`config.mk`:
```
export PLATFORM = sky130hd
export DESIGN_NAME = seven_seg_scan_controller
export DESIGN_NICKNAME = d
export VERILOG_FILES = /design/src/rtl/seven_seg_scan_controller.sv
export SDC_FILE = /design/constraint.sdc
export NUM_CORES = 1
export LEC_CHECK = 0
export CAP_MARGIN = 20
export CORE_MARGIN = 1
export CORE_UTILIZATION = 50
export CTS_CLUSTER_SIZE = 25
export DETAILED_ROUTE_END_ITERATION = 8
export PLACE_DENSITY = 0.77
export SETUP_SLACK_MARGIN = 0.4
export SYNTH_ARGS = -nofsm -noshare
export SYNTH_HDL_FRONTEND = slang
export SYNTH_SLANG_ARGS = --single-unit
```
`constraint.sdc`:
```
create_clock -name clk -period 2.9 [get_ports clk]
set_input_delay 0.58 -clock clk [delete_from_list [all_inputs] [get_ports clk]]
set_output_delay 0.58 -clock clk [all_outputs]
set_load 0.05 [all_outputs]
```
`src/rtl/seven_seg_scan_controller.sv`:
```
// rtl/seven_seg_scan_controller.sv - four-digit seven-segment scan controller with frame-aligned double buffering
module seven_seg_scan_controller #(
  parameter int SLOT_CYCLES  = 100000,
  parameter int BLANK_CYCLES = 1000
) (
  input  logic        clk,
  input  logic        rst,
  input  logic [15:0] value,
  input  logic [3:0]  dp_in,
  input  logic [3:0]  blank,
  input  logic        update,
  output logic [3:0]  Sel,
  output logic [3:0]  control,
  output logic        Dp,
  output logic        pending,
  output logic        frame_done
);

  localparam int CW = $clog2(SLOT_CYCLES);
  localparam logic [CW-1:0] SLOT_LAST = CW'(SLOT_CYCLES - 1);
  localparam logic [CW-1:0] BLANK_END = CW'(BLANK_CYCLES);

  logic [CW-1:0] cnt_q, cnt_d;
  logic [1:0]    idx_q, idx_d;
  logic [15:0]   st_value_q, st_value_d;
  logic [3:0]    st_dp_q, st_dp_d;
  logic [3:0]    st_blank_q, st_blank_d;
  logic [15:0]   sh_value_q, sh_value_d;
  logic [3:0]    sh_dp_q, sh_dp_d;
  logic [3:0]    sh_blank_q, sh_blank_d;
  logic          pending_q, pending_d;
  logic          frame_done_q, frame_done_d;

  logic slot_end;
  logic boundary;
  logic dark;

  assign slot_end = (cnt_q == SLOT_LAST);
  assign boundary = slot_end && (idx_q == 2'd3);

  // Next-state: slot/digit counting, staging of requests, and shadow load on frame boundaries
  always_comb begin
    cnt_d        = slot_end ? '0 : cnt_q + 1'b1;
    idx_d        = slot_end ? idx_q + 2'd1 : idx_q;
    st_value_d   = st_value_q;
    st_dp_d      = st_dp_q;
    st_blank_d   = st_blank_q;
    sh_value_d   = sh_value_q;
    sh_dp_d      = sh_dp_q;
    sh_blank_d   = sh_blank_q;
    pending_d    = pending_q;
    frame_done_d = boundary;

    if (boundary) begin
      // A request arriving on the boundary itself bypasses staging so it is not delayed a frame.
      if (update) begin
        st_value_d = value;
        st_dp_d    = dp_in;
        st_blank_d = blank;
        sh_value_d = value;
        sh_dp_d    = dp_in;
        sh_blank_d = blank;
      end else if (pending_q) begin
        sh_value_d = st_value_q;
        sh_dp_d    = st_dp_q;
        sh_blank_d = st_blank_q;
      end
      pending_d = 1'b0;
    end else if (update) begin
      st_value_d = value;
      st_dp_d    = dp_in;
      st_blank_d = blank;
      pending_d  = 1'b1;
    end
  end

  // State registers; reset leaves the display dark until the first update reaches the shadow
  always_ff @(posedge clk or posedge rst) begin
    if (rst) begin
      cnt_q        <= '0;
      idx_q        <= 2'd0;
      st_value_q   <= 16'h0000;
      st_dp_q      <= 4'b0000;
      st_blank_q   <= 4'b0000;
      sh_value_q   <= 16'h0000;
      sh_dp_q      <= 4'b0000;
      sh_blank_q   <= 4'b1111;
      pending_q    <= 1'b0;
      frame_done_q <= 1'b0;
    end else begin
      cnt_q        <= cnt_d;
      idx_q        <= idx_d;
      st_value_q   <= st_value_d;
      st_dp_q      <= st_dp_d;
      st_blank_q   <= st_blank_d;
      sh_value_q   <= sh_value_d;
      sh_dp_q      <= sh_dp_d;
      sh_blank_q   <= sh_blank_d;
      pending_q    <= pending_d;
      frame_done_q <= frame_done_d;
    end
  end

  // Display drive from registered state only; Sel leads the anode so the decoder settles during blanking
  always_comb begin
    dark    = (cnt_q < BLANK_END) || sh_blank_q[idx_q];
    Sel     = sh_value_q[{idx_q, 2'b00} +: 4];
    control = dark ? 4'b1111 : ~(4'b0001 << idx_q);
    Dp      = dark ? 1'b1 : ~sh_dp_q[idx_q];
  end

  assign pending    = pending_q;
  assign frame_done = frame_done_q;

endmodule
```
Word-level counts from Yosys, hierarchy flattened
Index checks and enable logic that the tools add are counted.

Output and inout bits: 11. Logic and storage cells: 40. Bits of input ports: 27. Register bits after elaboration: 69.

Bitwise operators: 2. $lt $le $gt $ge: 2. Mux-type cells: 15. Reduce and logical (&&, ||, !) cells: 5. Shift operators: 2. Add/sub/neg operators: 2. Equality and inequality tests: 2.

Operator list (count): 2-to-1 mux 16 bit (2); 2-to-1 mux 4 bit (5); adder 17 x 1 -> 17 bit, second input constant (1); == test 17 bit, second input constant (1); less-than comparator 17 x 10 -> 1 bit, second input constant (1); 2-to-1 mux 17 bit (1); indexed part select 16 x 5 -> 4 bit (1); 2-to-1 mux 1 bit (5); binary-select mux 1 bit (select 2 bit) (2); NOT 4 bit (1); nonzero test 2 bit (2); left shift 1 x 2 -> 4 bit, first input constant (1); less-than comparator 2 x 3 -> 1 bit, second input constant (1); adder 2 x 1 -> 2 bit, second input constant (1); == test 2 bit, second input constant (1); AND reduction 2 bit (1); logical AND 1 bit (1); logical OR 1 bit (1); NOT 1 bit (1).

Logic depth before layout (Yosys ltp)
Depth in word-level cells: 4. Gate-level depth with buffers: 6. Gate-level depth less buffers: 5.

Worst setup path before layout
No wires, ideal clock.

Kind: register -> output. From: register idx_q[0]. To: output Dp. Buffers on the path: 1. Data arrival time: 1.912 ns. Required time: 2.320 ns. Path slack: 0.408 ns. Cell stages (with the launch flop): 5. Path through: dfrtp_1 > clkbuf_1 > mux4_2 > a31oi_1 > nand2_1.

Word-level cells in the longest chain between the ends: 4. Elaborated cells on any way between the ends: 7. Those cells by class: mux (5); bitwise (1); reduce/logical (1).

RTL lines: start, declared (RTL line 24) `logic [1:0] idx_q, idx_d;`; start signal, assigned (RTL line 92) `idx_q <= idx_d;`; binary-select mux 1 bit (select 2 bit), on equally long branches (RTL line 106, 109); 2-to-1 mux 1 bit, on equally long branches (RTL line 106, 109); logical OR 1 bit / NOT 1 bit (equally long branches) (RTL line 106, 109); 2-to-1 mux 1 bit * (RTL line 109) `Dp = dark ? 1'b1 : ~sh_dp_q[idx_q];`; end, declared (RTL line 14) `output logic Dp,`.

Every way passes the cells marked *; elsewhere a longest branch is shown, timed or not. The select of a mux whose other input is x is not followed.

Worst setup path in the final report
From: register idx_q[0]. To: output control[3].

Word-level cells in the longest chain between the ends: 4. Elaborated cells on any way between the ends: 6. Those cells by class: shift (1); mux (3); bitwise (1); reduce/logical (1).

RTL lines: binary-select mux 1 bit (select 2 bit) (RTL line 106) `dark = (cnt_q < BLANK_END) || sh_blank_q[idx_q];`; 2-to-1 mux 1 bit (not written as such) (RTL line 106); logical OR 1 bit (RTL line 106); 2-to-1 mux 4 bit * (RTL line 108) `control = dark ? 4'b1111 : ~(4'b0001 << idx_q);`; end, declared (RTL line 13) `output logic [3:0] control,`.

Marks and branches as above.

==> impl_metrics.ini <==
[routing]
postRouteAntennaNets = 0
drc = 0
via_count = 1776
vias_per_cell = 5.24
routed_wl_mm = 5.41
wl_per_cell_um = 16.0
drt_iter0_drc = 76
firstDrtPassIters = 4

[global_routing]
grt_pass1_vias = 1851
use_met3_pct = 3.41
top_usage_layer = met2
antenna_found_initial = 0
grt-ovfl-total = 0
grt_pass1_wl_mm = 9.03
grt_usage_pct = 19.4
grt_max_degree = 36
grt_use_met1_pct = 27.2
use_met2_pct = 27.7

[clocking]
cts_max_path_buffers = 2
clk_latency_ns = 0.34
post_cts_buffers = 0
cts.sinks = 69
path_clk_slew_ns = 0.07
htreeDepth = 3
cts_buffers = 9
root_buffer = clkbuf_8
cts_tree = yes

[power]
peakVddDrop_v = 0.000269
p_total_mw = 1.87
combPwrFrac_pct = 6.0
switching_share_pct = 22.4
power_switching_mw = 0.419
seq_power_share_pct = 53.5
pwr_density_cell_mw_per_mm2 = 504
internal-power_mw = 1.46
p_leak_nw = 1.68
clkPwrFrac_pct = 40.5

[worst_setup_path]
worst-setup-path-type = flop to output port
critPathMaxFanout = 5
worstSetupStartpointType = flop
arrival_ns = 1.81
required_ns = 2.32
endpoint_kind = output port

[synthesis]
synth_fp_nets = 247
synthCells = 215
netlist_area_mm2 = 0.00309
yosys_warnings = 0
synthDistinctLibCells = 32
seq_area_frac_synth_pct = 56.0
yosys_register_bits = 69
avgSynthCellArea_um2 = 14.4

[timing]
totalNegativeSetupSlack_ns = 0
finalSetupViolCount = 0
period_share_pct = 82.4
clock_skew_ns = 0.0101
hold_violations = 0
min_period_ns = 2.39
tightest_slew_ns = 0.703
whs_ns = 0.493
max_freq_mhz = 419
fin_ws_ns = 0.511
max-slew-margin-rel_pct = 53.1
grt_setup_unrepaired = no
slew_viol_final = 0

[layout]
multi_input_area_mm2 = 0.00128
nets = 291
diodes = 0
synthToLayoutAreaGrowth_pct = 20.3
instances_no_fill = 339
final_area_mm2 = 0.00372
fin_util_pct = 62.5
drive_gt1_share_pct = 36.0
regArea_mm2 = 0.00173
fillCellCount = 479

[floorplan]
core-area_mm2 = 0.00596
start_util_pct = 51.9
num_io_pins = 38
placementRows = 28
die_w_um = 80.7
dieArea_mm2 = 0.00650
die_h_um = 80.7

[run]
max_cap_viol_count = 0

[placed_design]
dp_cells = 323
place_ws_ns = 0.480
gp_congestion = 0.807
io_buffers = 37
dp_hpwl_mm = 3.68
placed_cell_area_mm2 = 0.00351

[worst_hold_path]
min-delay-path-class = flop to flop

[status]
status = finished, final reports clean
registers in the layout (all words and copies together) (netlist names):
| signal | flops |
|---|---|
| cnt_q | 17 |
| sh_dp_q | 4 |
| frame_done | 1 |
| sh_blank_q | 4 |
| sh_value_q | 16 |
| st_blank_q | 4 |
| st_dp_q | 4 |
| idx_q | 2 |
| st_value_q | 16 |
| pending | 1 |
kinds of logic after synthesis:
group                      after synthesis  synth area share (%)
DFF                                     69                  56.0
muxes                                   55                  24.6
and+or+nand+nor                         50                  8.82
xor gates and xnor gates                15                  4.25
buffers and inverters                   15                  3.12
AOI/OAI and AO/OA                        6                  1.17
adders and majority gates                5                  2.02
cell usage after synthesis:
master / number / area (um2)
ha_1: 5 / 62.6
inv_1: 5 / 18.8
or4_1: 1 / 7.51
or4_4: 1 / 11.3
nor3_1: 5 / 25.0
dfstp_2: 4 / 105
buf_1: 2 / 7.51
and2_1: 1 / 6.26
nor4_4: 1 / 21.3
a21oi_1: 1 / 5.00
xnor2_1: 10 / 87.6
dfrtp_1: 65 / 1630
nor2b_1: 1 / 6.26
nand3_1: 8 / 40.0
buf_6: 1 / 11.3
o31ai_1: 1 / 7.51
nand4b_1: 1 / 8.76
mux4_2: 6 / 135
nor4_1: 1 / 6.26
mux2_2: 29 / 327
a31oi_1: 1 / 6.26
mux2_4: 20 / 300
buf_12: 2 / 40.0
clkbuf_1: 5 / 18.8
and4_1: 3 / 26.3
o21ai_0: 2 / 10.0
nand2_1: 9 / 33.8
nand4_1: 4 / 25.0
o211ai_1: 1 / 7.51
nor2_1: 13 / 48.8
xor2_1: 5 / 43.8
and3_1: 1 / 6.26
power by group through the flow:
stage | Combinational [mW] | Clock, mW | Sequential [mW]
final | 0.113 | 0.759 | 1.00
after global routing | 0.126 | 0.820 | 1.00
after CTS | 0.116 | 0.777 | 1.00
after detailed placement | 0.116 | 0 | 1.02
after global placement | 0.112 | 0 | 1.02
after floorplan | 0.0624 | 0 | 1.02
layout make-up:
cell class / instances / area share, %
repair buffers: 43 / 10.8
flip-flops and latches: 69 / 46.6
inverters: 5 / 0.505
well taps: 75 / 2.52
clock buffers: 10 / 3.43
multi-input cells: 131 / 34.4
clock inverters: 6 / 1.72
final timing paths:
kind,start,endpoint,slack [ns],depth (start not counted)
hold reg to reg,st_blank_q[0]$_DFFE_PP0P_,st_blank_q[0]$_DFFE_PP0P_,0.49,1
max in group asynchronous,rst,st_value_q[3]$_DFFE_PP0P_,1.56,3
setup reg to reg,cnt_q[13]$_DFF_PP0_,sh_value_q[3]$_DFFE_PP0P_,0.66,4
min in group asynchronous,rst,cnt_q[10]$_DFF_PP0_,0.68,2
setup / recovery,idx_q[0]$_DFFE_PP0N_,control[3],0.51,4
hold / removal,st_blank_q[0]$_DFFE_PP0P_,st_blank_q[0]$_DFFE_PP0P_,0.49,1
metal layers:
layer  vias to the layer above  routed length (um)
met1                       885                2630
met3                        11                 176
met2                        36                2470
met4                         0                 128
li1                        844                   -
met5                         -                   0
critical path, stage by stage, from the launching register on:
cell	delay, ns
dfrtp_2	0.39
mux4_2	0.55
a31oi_4	0.23
nand2_1	0.10
buf_4	0.20
placed cells by master (no fill, tap or decap), types with 2 or more instances in the layout:
master           count
nand4_1              4
dfstp_2              4
ha_1                 5
xnor2_1             10
nand2_1              9
clkdlybuf4s15_2      3
and4_1               3
inv_1                4
nand3_1              8
nor2_1              13
buf_4               11
xor2_1               5
clkinv_2             2
dfrtp_1             63
mux2_4              20
mux2_2              29
clkdlybuf4s50_1     28
clkbuf_8             9
o21ai_0              2
dfrtp_2              2
nor3_1               5
mux4_2               6
clkinvlp_4           2
timing repair:
item | in CTS | in global routing
endpoints found under the setup margin | 9 | 9
hold buffers | 0 | 0
resized for setup | 12 | 4
pin swaps | 0 | 0
Note: power is estimated with default switching activity, not from simulation.
